$ cat config.mk
export PLATFORM = sky130hd
export DESIGN_NAME = lvc161_timer_ctrl
export DESIGN_NICKNAME = d
export VERILOG_FILES = /design/src/rtl/lvc161_timer_ctrl.sv
export SDC_FILE = /design/constraint.sdc
export NUM_CORES = 1
export LEC_CHECK = 0
export BUFFER_PORTS_ARGS = -buffer_cell sky130_fd_sc_hd__buf_2
export CAP_MARGIN = 20
export CORE_MARGIN = 2
export CORE_UTILIZATION = 45
export DETAILED_ROUTE_END_ITERATION = 7
export PLACE_DENSITY = 0.75
export SLEW_MARGIN = 0
export SYNTH_ARGS = -nofsm -noshare
export SYNTH_HDL_FRONTEND = slang
export SYNTH_SLANG_ARGS = --single-unit
$ cat constraint.sdc
create_clock -name CP -period 1.5 [get_ports CP]
set_input_delay 0.3 -clock CP [delete_from_list [all_inputs] [get_ports CP]]
set_output_delay 0.3 -clock CP [all_outputs]
set_load 0.01 [all_outputs]
$ cat src/rtl/lvc161_timer_ctrl.sv
// lvc161_timer_ctrl: sequencer turning an external 74LVC161 counter into a modulo-N period timer
//   CP, CR            clock, asynchronous active-high reset
//   cfg_valid/ready   config handshake (accepted only in IDLE); cfg_n (0 = 16), cfg_reload
//   start, stop       run/resume and pause/abort requests (stop wins)
//   Q, TC             counter observation
//   PE, CEP, CET, D   counter control (PE active-low)
//   busy, period_done, period_cnt, load_err   status
module lvc161_timer_ctrl #(
    parameter int CNT_W = 8
) (
    input  logic             CP,
    input  logic             CR,
    input  logic             cfg_valid,
    output logic             cfg_ready,
    input  logic [3:0]       cfg_n,
    input  logic             cfg_reload,
    input  logic             start,
    input  logic             stop,
    input  logic [3:0]       Q,
    input  logic             TC,
    output logic             PE,
    output logic             CEP,
    output logic             CET,
    output logic [3:0]       D,
    output logic             busy,
    output logic             period_done,
    output logic [CNT_W-1:0] period_cnt,
    output logic             load_err
);
    typedef enum logic [1:0] {IDLE, LOAD, RUN, PAUSE} state_t;
    state_t state;
    logic   reload;
    logic   first_run;
    assign cfg_ready = state == IDLE;
    assign busy      = state != IDLE;
    assign CEP       = state == RUN;
    assign CET       = state == RUN;
    // TC forces a parallel load so the counter restarts at D instead of wrapping to 0
    assign PE        = ~((state == LOAD) | ((state == RUN) & TC));
    always_ff @(posedge CP or posedge CR) begin
        if (CR) begin
            state       <= IDLE;
            D           <= 4'd0;
            reload      <= 1'b0;
            first_run   <= 1'b0;
            period_done <= 1'b0;
            period_cnt  <= '0;
            load_err    <= 1'b0;
        end else begin
            period_done <= 1'b0;
            case (state)
                IDLE: begin
                    if (cfg_valid) begin
                        // counting from 16-N up to 15 takes exactly N cycles
                        D      <= ~cfg_n + 4'd1;
                        reload <= cfg_reload;
                    end
                    if (start & ~stop) begin
                        state      <= LOAD;
                        period_cnt <= '0;
                    end
                end
                LOAD: begin
                    state     <= RUN;
                    first_run <= 1'b1;
                end
                RUN: begin
                    first_run <= 1'b0;
                    if (first_run && Q != D)
                        load_err <= 1'b1;
                    if (TC) begin
                        period_done <= 1'b1;
                        if (period_cnt != '1)
                            period_cnt <= period_cnt + CNT_W'(1);
                        state <= !reload ? IDLE : stop ? PAUSE : RUN;
                    end else if (stop) begin
                        state <= PAUSE;
                    end
                end
                PAUSE: state <= stop ? IDLE : start ? RUN : PAUSE;
                default: state <= IDLE;
            endcase
        end
    end
endmodule

==> results.py <==
metrics = {
    "detailed_routing": {
        "drt_iter0_drc": 15,
        "drt_first_pass_iters": 4,
        "viasPerCell": 5.54,
        "postRouteAntennaNets": 0,
        "drt_wl_total_um": 2590,
        "drc_errors": 0,
        "vias": 1019,
        "wl_per_cell_um": 14.1,
    },
    "yosys": {
        "synth_warnings": 0,
        "seq_area_frac_synth": 0.415,
        "synthesis.nets": 128,
        "synthCells": 106,
        "avgSynthCellArea_um2": 10.2,
        "ys_types": 33,
        "async_flop_share": 1.00,
        "synth_edf_count": 0,
        "ys_ff_latch": 18,
        "synth_ff_type": "dfrtp_1",
        "syn_area_um2": 1090,
        "synth_top_area_share": 0.415,
        "synth_area_leaders": "dfrtp_1 41%, ha_1 8.1%, o31ai_1 7.6%",
        "synth_area_leader_cell": "dfrtp_1",
    },
    "clock_tree": {
        "htree_levels": 1,
        "numCtsBuffers": 3,
        "clock_latency_ns": 0.29,
        "cts.sinks": 18,
        "cts_tree": "yes",
        "path_clk_slew_ns": 0.10,
        "root_buffer": "clkbuf_4",
        "clockBufferDepth": 2,
    },
    "sta": {
        "finalCriticalPeriod_ns": 1.62,
        "rsz0062_at_grt": "true",
        "maxSlewHeadroom": 0.707,
        "hold_violations": 0,
        "fmax_ghz": 0.617,
        "layout_setup_ws_ns": -0.120,
        "slew_viol_final": 0,
        "worst_pin_slew_ns": 0.439,
        "fin_worst_skew_ns": 0.00596,
        "fin_crit_sh": 1.08,
        "finalSetupViolations": 6,
    },
    "layout": {
        "utilization": 0.679,
        "final_area_um2": 1530,
        "antenna_cells": 0,
        "layout.cells.non_filler": 184,
        "nNetsFinal": 180,
        "area_growth_pct": 40.9,
        "drive_gt1_frac": 0.526,
    },
    "floorplanning": {
        "fp.dieH_um": 53.1,
        "ios": 34,
        "core_area_um2": 2250,
        "rows": 17,
        "start_util": 0.482,
        "die_area_um2": 2820,
        "die-width_um": 53.1,
    },
    "placement": {
        "io_buffers": 33,
        "placed_area_um2": 1380,
        "place_congestion": 0.814,
        "hpwlAfterDp_um": 1950,
        "numPlacedInstances": 176,
    },
    "setup_path": {
        "slowest_stage": "dfrtp_2",
        "critPathLaunchType": "register",
        "cp_num_buf_inv": 2,
        "cp_slowest_stage_delay_ns": 0.46,
        "critPathRequiredTime_ns": 1.20,
        "crit_arrival_ns": 1.32,
        "crit_family": "flip-flops",
        "worst_setup_path_end_kind": "output pin",
        "worstPathCellList": "ha_4, nand2_4, inv_4, nor2_1, buf_2",
        "critPathMaxFanout": 5,
        "critical_path_class": "reg2out",
    },
    "pwr": {
        "total_power_mw": 2.50,
        "seqPwrFrac": 0.290,
        "intPower_mw": 1.50,
        "netSwitchingFraction": 0.401,
        "combinationalPowerShare": 0.615,
        "pwr-share-clk": 0.095,
        "ir_worst_vdd_mv": 1.21,
        "leakagePower_nw": 0.747,
        "cellPowerDensity_nw_per_um2": 1630,
        "p_sw_mw": 1.00,
    },
    "global_route": {
        "grt_pass1_wl_um": 4280,
        "grt_max_degree": 19,
        "grt_pass1_vias": 958,
        "antenna_found_initial": 0,
        "grt-ovfl-total": 0,
        "grt_use_total": 0.210,
    },
    "hold_path": {
        "hp-class": "in2async",
    },
    "job": {
        "maxCapViolCount": 0,
    },
    "run_status": {
        "failed_checks": "setup timing",
        "status": "finished, violations left",
    },
}
-- placed cells by master (no fill, tap or decap), types with 4 or more instances in the layout --
cell | Yosys | final
buf_4 | 2 | 14
buf_2 | 1 | 30
dfrtp_1 | 18 | 17
o21ai_0 | 7 | 7
o31ai_1 | 11 | 7
nor2_1 | 6 | 6
inv_1 | 9 | 5
o31ai_2 | 0 | 4
nand2_1 | 8 | 6
xnor2_1 | 4 | 4
buf_6 | 1 | 7
-- what timing repair did --
action / CTS / global route
endpoints found under the hold margin: 0 / 0
pin swaps: 2 / 2
resized for setup: 10 / 13
setup buffers: 4 / 1
hold buffers: 0 / 0
endpoints found under the setup margin: 11 / 20
-- layer usage --
metal	global-route usage	vias to the layer above	part of all wire
met5	0	-	0
met4	0.0855	0	0.014
met3	0.0424	6	0.054
met2	0.379	40	0.54
met1	0.239	493	0.40
li1	-	480	-
-- cell families after synthesis --
logic type / after synthesis / synth area share
multiplexers: 2 / 0.0207
XOR/XNOR: 6 / 0.0484
adder cells (fa/ha/maj): 7 / 0.0806
AND/OR/NAND/NOR: 28 / 0.138
AO/OA/AOI/OAI: 32 / 0.237
buffers and inverters: 13 / 0.0599
flip-flops: 18 / 0.415
-- tightest hold or removal path, delay by kind of cell --
family | cells | cell delay, ns
buffers and inverters | 3 | 0.37
-- flip-flops by register name, summed over array words and instances, names as in the netlist --
name / cells
load_err: 1
state: 2
D: 4
period_cnt: 8
period_done: 1
first_run: 1
reload: 1
-- cell type report --
class	instances	area, µm²
multi-input cells	75	651
inverters	9	36.3
well taps	28	35.0
fillers	189	724
flip-flops and latches	18	452
clock buffers	3	22.5
repair buffers	51	334
-- final timing paths --
kind | startpoint | to | slack, ns | cells after the start
worst min register to register | load_err | load_err | 0.49 | 1
worst min-delay path | CR | period_cnt[5] | 0.003 | 3
worst max register to register | state[0] | period_cnt[7] | -0.01 | 6
worst max-delay path | state[1] | PE | -0.12 | 5
max in group asynchronous | CR | state[1] | 1.29 | 3
min in group CP | cfg_reload | reload | 0.24 | 2
-- through the flow --
stage,hold slack [ns],TNS (ns),setup WS (ns)
2_1_floorplan,0.239,-0.242,-0.0566
3_3_place_gp,0.322,0,0.0377
3_5_place_dp,0.327,-0.0630,-0.0248
4_1_cts,0.00262,-0.253,-0.0715
5_1_grt,0.00707,-1.39,-0.171
6_report,0.00320,-0.256,-0.120
-- power groups by stage --
stage | logic, mW | clock network (mW) | registers [mW]
floorplan | 0.772 | 0 | 0.769
global placement | 1.20 | 0 | 0.720
detailed placement | 1.23 | 0 | 0.728
CTS | 1.39 | 0.250 | 0.718
global route | 1.67 | 0.271 | 0.735
finish | 1.54 | 0.238 | 0.723
-- synth_stat cells (all sizes together), types with 2 or more instances --
cell type and instances:
nand2b 3, o21ai 8, inv 9, nand2 8, buf 4, a21oi 3
ha 7, nand3 3, o41ai 2, xor2 2, o21a 2, mux2 2
a31o 2, nand4 3, xnor2 4, dfrtp 18, o31ai 11, nor2 6
Power figures use the tool's default switching activity.
